<file path="src/rtl/OoO_pkg.sv">
// OoO_pkg: shared types for the out-of-order core's multiply/divide unit.
//   TAG_W           - width of the reorder-buffer tag carried with each op
//   div_op_t        - DIV / DIVU / REM / REMU selector
//   mdu_div_state_t - states of the sequential divider
//   mdu2alu_t       - operands the MDU drives onto the shared ALU adder
//   alu2mdu_t       - shared ALU adder result fed back to the MDU
package OoO_pkg;

  localparam int TAG_W = 6;

  typedef enum logic [1:0] {
    DIV_OP_DIV  = 2'd0,
    DIV_OP_DIVU = 2'd1,
    DIV_OP_REM  = 2'd2,
    DIV_OP_REMU = 2'd3
  } div_op_t;

  typedef enum logic [1:0] {
    MDU_IDLE = 2'd0,
    MDU_ITER = 2'd1,
    MDU_FIX  = 2'd2,
    MDU_DONE = 2'd3
  } mdu_div_state_t;

  typedef struct packed {
    logic [32:0] a;
    logic [32:0] b;
  } mdu2alu_t;

  typedef struct packed {
    logic [33:0] res;
    logic        not_zero;
  } alu2mdu_t;

  // Signed flavours need operand/result sign handling.
  function automatic logic isSignedOp(input div_op_t op);
    return (op == DIV_OP_DIV) || (op == DIV_OP_REM);
  endfunction

  // Remainder flavours return the remainder instead of the quotient.
  function automatic logic isRemOp(input div_op_t op);
    return (op == DIV_OP_REM) || (op == DIV_OP_REMU);
  endfunction

  function automatic logic [31:0] negate32(input logic [31:0] x);
    return ~x + 32'd1;
  endfunction

endpackage

</file>
<file path="src/rtl/mdu_adder_arb.sv">
// mdu_adder_arb: arbitrates the single ALU adder between regular ALU issue
// and the sequential divider. Regular ops win by default; once the divider
// has been denied STARVE_LIMIT cycles in a row it takes the adder.
//   clock, reset      - clock and async active-high reset
//   want_i            - divider needs the adder this cycle
//   alu_issue_req_i   - a regular ALU op needs the adder this cycle
//   mdu_grant_o       - divider owns the adder this cycle
//   alu_issue_gnt_o   - regular ALU op may use the adder this cycle
module mdu_adder_arb #(
  parameter int STARVE_LIMIT = 4
) (
  input  logic clock,
  input  logic reset,
  input  logic want_i,
  input  logic alu_issue_req_i,
  output logic mdu_grant_o,
  output logic alu_issue_gnt_o
);

  localparam int CntW = (STARVE_LIMIT > 0) ? $clog2(STARVE_LIMIT + 1) : 1;
  localparam logic [CntW-1:0] Limit = CntW'(STARVE_LIMIT);

  logic [CntW-1:0] starve_q, starve_d;

  assign mdu_grant_o     = want_i & (~alu_issue_req_i | (starve_q == Limit));
  assign alu_issue_gnt_o = alu_issue_req_i & ~mdu_grant_o;

  // The starve counter only measures an unbroken run of denied cycles, so
  // any grant or any cycle without demand restarts it; it saturates so the
  // divider keeps priority until it is actually served.
  always_comb begin
    starve_d = starve_q;
    if (!want_i || mdu_grant_o) begin
      starve_d = '0;
    end else if (starve_q != Limit) begin
      starve_d = starve_q + CntW'(1);
    end
  end

  always_ff @(posedge clock or posedge reset) begin
    if (reset) begin
      starve_q <= '0;
    end else begin
      starve_q <= starve_d;
    end
  end

endmodule

</file>
<file path="src/rtl/mdu_div_seq.sv">
// mdu_div_seq: 32-bit sequential restoring divider that borrows the shared
// ALU adder for its subtract steps and for the final sign fix-up.
//   clock, reset               - clock and async active-high reset
//   req_valid/req_ready        - request handshake (ready only in IDLE)
//   req_op/req_a/req_b/req_tag - operation, dividend, divisor, ROB tag
//   resp_valid/resp_ready      - response handshake, held in DONE
//   resp_data/resp_tag         - result and its ROB tag
//   flush                      - kills any in-flight operation
//   alu_issue_req/alu_issue_gnt- regular ALU demand and its grant
//   mdu_valid                  - ALU adder operand mux select
//   mdu2alu/alu2mdu            - operands to and result from the ALU adder
module mdu_div_seq
  import OoO_pkg::*;
#(
  parameter int STARVE_LIMIT = 4
) (
  input  logic             clock,
  input  logic             reset,
  input  logic             req_valid,
  output logic             req_ready,
  input  div_op_t          req_op,
  input  logic [31:0]      req_a,
  input  logic [31:0]      req_b,
  input  logic [TAG_W-1:0] req_tag,
  output logic             resp_valid,
  input  logic             resp_ready,
  output logic [31:0]      resp_data,
  output logic [TAG_W-1:0] resp_tag,
  input  logic             flush,
  input  logic             alu_issue_req,
  output logic             alu_issue_gnt,
  output logic             mdu_valid,
  output mdu2alu_t         mdu2alu,
  input  alu2mdu_t         alu2mdu
);

  mdu_div_state_t   state_q, state_d;
  div_op_t          op_q, op_d;
  logic [TAG_W-1:0] tag_q, tag_d;
  logic [31:0]      dvd_q, dvd_d;
  logic [31:0]      dvs_q, dvs_d;
  logic [31:0]      quo_q, quo_d;
  logic [31:0]      rem_q, rem_d;
  logic [31:0]      result_q, result_d;
  logic [5:0]       cnt_q, cnt_d;
  logic             neg_q, neg_d;

  logic        wantAdder, mduGrant;
  logic        aNeg, bNeg;
  logic [31:0] aAbs, bAbs;
  logic [32:0] partial;
  logic        stepOk;
  logic [31:0] stepRem, stepQuo;
  logic        unusedBits;

  assign wantAdder = (state_q == MDU_ITER) || (state_q == MDU_FIX);

  mdu_adder_arb #(
    .STARVE_LIMIT(STARVE_LIMIT)
  ) u_arb (
    .clock          (clock),
    .reset          (reset),
    .want_i         (wantAdder),
    .alu_issue_req_i(alu_issue_req),
    .mdu_grant_o    (mduGrant),
    .alu_issue_gnt_o(alu_issue_gnt)
  );

  assign mdu_valid  = mduGrant;
  assign req_ready  = (state_q == MDU_IDLE);
  assign resp_valid = (state_q == MDU_DONE);
  assign resp_data  = result_q;
  assign resp_tag   = tag_q;

  // Operand magnitudes are formed locally so the adder is never needed at
  // accept time; 0x80000000 maps onto itself, which is the right magnitude.
  assign aNeg = isSignedOp(req_op) & req_a[31];
  assign bNeg = isSignedOp(req_op) & req_b[31];
  assign aAbs = aNeg ? negate32(req_a) : req_a;
  assign bAbs = bNeg ? negate32(req_b) : req_b;

  // One restoring step: the shifted partial remainder is 33 bits wide, and
  // its top bit alone guarantees the subtract fits. The adder computes
  // 2*(partial - divisor) via the trailing-one carry trick, so res[33] is
  // the no-borrow flag and res[32:1] the difference.
  assign partial = {rem_q, dvd_q[31]};
  assign stepOk  = partial[32] | alu2mdu.res[33];
  assign stepRem = stepOk ? alu2mdu.res[32:1] : partial[31:0];
  assign stepQuo = {quo_q[30:0], stepOk};

  assign unusedBits = ^{alu2mdu.not_zero, alu2mdu.res[0], quo_q[31]};

  // Drive the shared adder only on granted cycles so the ALU operand bus
  // stays quiet otherwise. FIX negates via ~x + 1 using the same trick.
  always_comb begin
    mdu2alu = '0;
    if (mduGrant) begin
      if (state_q == MDU_FIX) begin
        mdu2alu.a = {~result_q, 1'b1};
        mdu2alu.b = 33'h1;
      end else begin
        mdu2alu.a = {partial[31:0], 1'b1};
        mdu2alu.b = {~dvs_q, 1'b1};
      end
    end
  end

  // Next-state and datapath update. Everything holds unless the FSM state
  // explicitly advances; ungranted ITER/FIX cycles therefore stall cleanly.
  // Flush overrides any transition, including accepts and response handoff.
  always_comb begin
    state_d  = state_q;
    op_d     = op_q;
    tag_d    = tag_q;
    dvd_d    = dvd_q;
    dvs_d    = dvs_q;
    quo_d    = quo_q;
    rem_d    = rem_q;
    result_d = result_q;
    cnt_d    = cnt_q;
    neg_d    = neg_q;

    case (state_q)
      MDU_IDLE: begin
        if (req_valid) begin
          op_d  = req_op;
          tag_d = req_tag;
          dvd_d = aAbs;
          dvs_d = bAbs;
          quo_d = '0;
          rem_d = '0;
          cnt_d = '0;
          neg_d = isSignedOp(req_op) & (isRemOp(req_op) ? aNeg : (aNeg ^ bNeg));
          if (req_b == 32'h0) begin
            result_d = isRemOp(req_op) ? req_a : 32'hFFFF_FFFF;
            state_d  = MDU_DONE;
          end else if (isSignedOp(req_op) && (req_a == 32'h8000_0000) &&
                       (req_b == 32'hFFFF_FFFF)) begin
            result_d = isRemOp(req_op) ? 32'h0 : 32'h8000_0000;
            state_d  = MDU_DONE;
          end else begin
            state_d = MDU_ITER;
          end
        end
      end
      MDU_ITER: begin
        if (mduGrant) begin
          rem_d = stepRem;
          quo_d = stepQuo;
          dvd_d = {dvd_q[30:0], 1'b0};
          cnt_d = cnt_q + 6'd1;
          if (cnt_q == 6'd31) begin
            result_d = isRemOp(op_q) ? stepRem : stepQuo;
            state_d  = neg_q ? MDU_FIX : MDU_DONE;
          end
        end
      end
      MDU_FIX: begin
        if (mduGrant) begin
          result_d = alu2mdu.res[32:1];
          state_d  = MDU_DONE;
        end
      end
      MDU_DONE: begin
        if (resp_ready) begin
          state_d = MDU_IDLE;
        end
      end
      default: state_d = MDU_IDLE;
    endcase

    if (flush) begin
      state_d = MDU_IDLE;
    end
  end

  // State and datapath registers; reset discards any operation in flight.
  always_ff @(posedge clock or posedge reset) begin
    if (reset) begin
      state_q  <= MDU_IDLE;
      op_q     <= DIV_OP_DIV;
      tag_q    <= '0;
      dvd_q    <= '0;
      dvs_q    <= '0;
      quo_q    <= '0;
      rem_q    <= '0;
      result_q <= '0;
      cnt_q    <= '0;
      neg_q    <= 1'b0;
    end else begin
      state_q  <= state_d;
      op_q     <= op_d;
      tag_q    <= tag_d;
      dvd_q    <= dvd_d;
      dvs_q    <= dvs_d;
      quo_q    <= quo_d;
      rem_q    <= rem_d;
      result_q <= result_d;
      cnt_q    <= cnt_d;
      neg_q    <= neg_d;
    end
  end

endmodule

</file>
<file path="config.mk">
export PLATFORM = sky130hd
export DESIGN_NAME = mdu_div_seq
export DESIGN_NICKNAME = d
export VERILOG_FILES = /design/src/rtl/OoO_pkg.sv /design/src/rtl/mdu_adder_arb.sv /design/src/rtl/mdu_div_seq.sv
export SDC_FILE = /design/constraint.sdc
export NUM_CORES = 1
export LEC_CHECK = 0
export BUFFER_PORTS_ARGS = -buffer_cell sky130_fd_sc_hd__buf_4
export CAP_MARGIN = 10
export CORE_MARGIN = 2
export CORE_UTILIZATION = 55
export CTS_BUF_LIST = sky130_fd_sc_hd__clkbuf_8
export CTS_CLUSTER_DIAMETER = 50
export DETAILED_ROUTE_END_ITERATION = 6
export HOLD_SLACK_MARGIN = 0.08
export PLACE_DENSITY_LB_ADDON = 0.2
export RECOVER_POWER = 25
export SYNTH_ARGS = -nofsm -noshare
export SYNTH_HDL_FRONTEND = slang
export SYNTH_SLANG_ARGS = --single-unit
</file>
<file path="constraint.sdc">
create_clock -name clock -period 6.1 [get_ports clock]
set_input_delay 0.915 -clock clock [delete_from_list [all_inputs] [get_ports clock]]
set_output_delay 0.915 -clock clock [all_outputs]
set_load 0.02 [all_outputs]
</file>
==> impl.org <==
** Outcome
- The run finished, with violations left.
- The checks that failed: max-capacitance violations, max-slew violations.

** Route
- Number of DRC markers after the initial detailed-route iteration :: 724
- Remaining routing DRC violations :: 0
- Number of vias in the routed layout :: 9,841
- The count of nets left with antenna violations once routing finished came out at 0.
- DR vias/cell :: 5.83
- Number of optimization iterations in the first detailed-route pass :: 5
- Total wirelength of the detailed-routed design :: 29,900 um
- Post-detailed-route wirelength per cell :: 17.7 um

** Worst setup path
- For this design, the slowest cell found on the critical path is sky130_fd_sc_hd__a21o_1.
- The worst register-to-register path begins at state_q[0].
- STA classifies the critical path endpoint as a primary output.
- Cell breakdown of the critical path :: inv_1 -> ha_1 -> inv_2 -> a21o_1 -> or2_2 -> nor2_1 -> buf_4
- STA puts the critical path data arrival time at 3790 ps.
- STA classifies the critical path startpoint as a flip-flop.
- Setup slack on the worst reg-to-reg path comes out at 1760 ps.
- Required time at the worst-slack endpoint :: 5180 ps
- Cell family with the largest share of critical-path delay :: buffers and inverters
- Counting both buffers and inverters, the worst setup path holds a total of 3.
- The critical path in this run is classified as flip-flop to primary output.
- Along the worst path, the maximum fanout reaches 36.
- Depth of the most critical reg-to-reg path :: 9
- The endpoint identified for the worst register-to-register timing path is rem_q[9].
- For this run, the slowest stage of the critical path takes 770 ps.
- Number of cells on the critical path :: 7

** Global route
- The number of global-route vias before repair came to 9,349.
- The first global-routing pass estimated 47,600 um of wire.
- Grt total ovfl :: 0
- Global routing used 29.2% of the available tracks.
- Entering global routing, the biggest net connects 97 pins.
- Initial antenna violation count :: 0

** Floorplanning
- The die covers 0.0206 sq mm.
- After floorplanning, the core was sized to cover 0.0193 sq mm.
- Die X :: 144 um
- Vertical extent of the die :: 144 um
- Initial Utilization :: 55.6%
- 221 I/O pins were placed.
- Number of placement rows :: 51

** Min path
- The path class of the tightest hold or removal check is flip-flop to flip-flop.
- In this run the most critical hold path is launched from u_arb.starve_q[0].
- For hold timing, the worst endpoint is u_arb.starve_q[0].
- Along the worst hold path, the cell count comes to 1.

** Clocking
- Number of buffers created by CTS :: 17
- Number of hold-repair buffers added at the cts stage :: 0
- Clock tree from TritonCTS :: built
- The H-tree was split into 4 levels.
- Post-CTS setup buffer count :: 0
- The tree built by TritonCTS fans out to 178 sinks.
- Clock tree root driver cell :: sky130_fd_sc_hd__clkbuf_8
- In this run the deepest clock path goes through 2 buffers.
- Post_cts resized :: 0
- After clock tree synthesis, the clock-pin slew on the worst setup and hold paths is 90 ps.
- The clock reaches the later pin of the worst-skew pair after 470 ps.

** Layout
- Cells with a size suffix above 1 make up 22.6% of the layout.
- Commonest cells after routing, fill and taps aside :: sky130_fd_sc_hd__buf_4, sky130_fd_sc_hd__nor2_1, sky130_fd_sc_hd__dfrtp_1, sky130_fd_sc_hd__nand2_1, sky130_fd_sc_hd__a21oi_1
- Most frequent standard cell in the layout excluding fill and tap cells :: sky130_fd_sc_hd__buf_4
- 0 antenna diodes ended up in the layout.
- Compared with the post-synthesis result, the final layout area differs by 20.3%.
- Layout Cells excl Fill :: 1,688
- Post-layout nets :: 1,534

** STA
- Worst Tran Pin Value :: 3330 ps
- Of the available clock period, the critical path in the final layout requires 77.1%.
- Setup violations remaining at the end of the flow were counted as 0.
- Between clock sinks in the finished design, the worst skew comes to 17.2 ps.
- Max-Slew Margin vs Limit :: -123%
- Setup repair after global routing left no endpoint under its margin.
- Setup tns final :: 0 ps
- Slew Viols, Final :: 141
- For the finished layout, the period the worst path requires is 4700 ps.
- The number of hold violations in the final report is 0.
- Based on the critical path, the design can be clocked at up to 213 MHz.

** Yosys
- After synthesis, the cell types taking the most area are sky130_fd_sc_hd__dfrtp_1, sky130_fd_sc_hd__nor2_1, sky130_fd_sc_hd__mux2i_1.
- In this run, distinct cell masters in the synthesized netlist total 51.
- Syn nets :: 1,375
- The synthesized design contains 0 enable-type register cells.
- The synthesized netlist occupies a cell area of 0.0107 sq mm.
- After synthesis, the share of flip-flops with an asynchronous set or reset is 100%.
- Mean Syn Cell Area :: 8.56 sq um
- The Yosys step of the flow raised 0 warnings.
- After synthesis the netlist holds a flip-flop and latch count of 178.
- In the synthesized netlist the dominant register cell turns out to be sky130_fd_sc_hd__dfrtp_1.
- Most area-hungry cell type in the Yosys netlist :: sky130_fd_sc_hd__dfrtp_1
- The share of synthesized area in the top cell type comes to 41.6%.
- After synthesis, flip-flops and latches occupy 41.6% of the total area.
- After technology mapping, the gate count stands at 1,251.

** Pwr
- IR analysis of the VDD net gives a maximum drop of 0.336 mV.
- For this design the static power due to leakage is 0.00603 uW.
- Cell area power density :: 504 mW/mm^2

** Job
- Maximum Capacitance Violations :: 2

** Placed design
- I/O Buffers :: 218
- Cell total after placement :: 1,656
- HPWL after detailed placement :: 20,800 um
- At the end of routability-driven placement, the weighted congestion stood at 0.949.
-- worst max path at each step --
stage | startpoint | end
4_1_cts | state_q[0] | mdu2alu[16]
5_1_grt | state_q[1] | mdu2alu[16]
2_1_floorplan | reset | cnt_q[0]
3_3_place_gp | state_q[0] | rem_q[22]
6_report | state_q[0] | mdu2alu[16]
3_5_place_dp | state_q[0] | rem_q[9]
-- cells by family (layout without fill, tap and decap cells) --
kind of cell               count (synthesis)  count (layout)  share of synthesized area [%]
AOI/OAI and AO/OA                        258             258                           15.1
xor gates and xnor gates                  62              62                           5.07
adders and majority gates                 11              11                           1.28
buffers and inverters                    142             314                           5.31
DFF                                      178             178                           41.6
muxes                                    107             107                           11.5
and+or+nand+nor                          493             493                           20.2
-- cell type report --
cell class	instances	area [sq um]
clock buffers	18	248
clock inverters	14	163
fillers	1659	6390
inverters	51	193
multi-input cells	931	5750
flip-flops and latches	178	4450
well taps	265	332
repair buffers	231	1740
-- power breakdown --
part / leakage, uW / switching (uW) / internal, uW
logic: 0.00350 / 2270 / 1410
clock network: 0.000218 / 447 / 415
registers: 0.00232 / 344 / 1600
-- stage by stage --
stage / power, uW / hold slack (ps) / worst slack [ps] / utilization, % / cell area (sq um)
floorplan: 4510 / 430 / 355 / - / 10700
global placement: 5540 / 447 / 1940 / 64.8 / 12500
detailed placement: 5620 / 455 / 1850 / 64.8 / 12500
CTS: 6490 / 467 / 1410 / 66.9 / 12900
global route: 6960 / 475 / 1160 / 66.8 / 12900
finish: 6490 / 469 / 1400 / 66.8 / 12900
-- flip-flops by register name, summed over array words and instances (netlist names) --
name and count:
rem_q 32, quo_q 31, dvs_q 32, resp_tag 6
state_q 2, u_arb.starve_q 3, dvd_q 32, neg_q 1
op_q 1, cnt_q 6, resp_data 32
-- cells in the mapped netlist (3+ instances only) --
master,instances
sky130_fd_sc_hd__buf_2,5
sky130_fd_sc_hd__nor3_1,44
sky130_fd_sc_hd__or4_1,4
sky130_fd_sc_hd__o31ai_1,40
sky130_fd_sc_hd__xnor2_1,35
sky130_fd_sc_hd__ha_1,11
sky130_fd_sc_hd__or4_4,5
sky130_fd_sc_hd__a221oi_1,32
sky130_fd_sc_hd__o41ai_1,6
sky130_fd_sc_hd__dfrtp_1,178
sky130_fd_sc_hd__nor2b_1,4
sky130_fd_sc_hd__nand4_1,12
sky130_fd_sc_hd__nor2_1,185
sky130_fd_sc_hd__nand2b_1,4
sky130_fd_sc_hd__mux2_4,30
sky130_fd_sc_hd__o21ai_1,10
sky130_fd_sc_hd__clkbuf_1,73
sky130_fd_sc_hd__mux2i_1,67
sky130_fd_sc_hd__o211ai_1,4
sky130_fd_sc_hd__mux2_2,8
sky130_fd_sc_hd__nand2_1,168
sky130_fd_sc_hd__a211oi_1,3
sky130_fd_sc_hd__inv_1,49
sky130_fd_sc_hd__o21ai_0,63
sky130_fd_sc_hd__nor4_1,6
sky130_fd_sc_hd__and3_1,3
sky130_fd_sc_hd__buf_6,3
sky130_fd_sc_hd__nand3_1,38
sky130_fd_sc_hd__a31oi_1,5
sky130_fd_sc_hd__a21oi_1,73
sky130_fd_sc_hd__o22ai_1,14
sky130_fd_sc_hd__and2_1,4
sky130_fd_sc_hd__buf_1,8
sky130_fd_sc_hd__or3_1,6
sky130_fd_sc_hd__xor2_1,27
-- worst reg2reg max path, stage by stage (launching register included) --
cell and delay (ps):
sky130_fd_sc_hd__dfrtp_1 420, sky130_fd_sc_hd__inv_1 130, sky130_fd_sc_hd__ha_1 410, sky130_fd_sc_hd__inv_2 570, sky130_fd_sc_hd__a21o_1 770, sky130_fd_sc_hd__inv_1 350
sky130_fd_sc_hd__o21ai_4 890, sky130_fd_sc_hd__buf_12 420, sky130_fd_sc_hd__nand2_1 210, sky130_fd_sc_hd__o31ai_1 90
-- layer usage --
layer | share of wire [%] | track usage [%] | vias up | wire (um)
met5 | 0 | 0 | - | 0
li1 | - | - | 4661 | -
met4 | 3.3 | 12.2 | 0 | 977
met2 | 47 | 46.4 | 418 | 14000
met3 | 8.0 | 6.13 | 55 | 2390
met1 | 42 | 39.0 | 4707 | 12600
(Power assumes the default switching activity.)
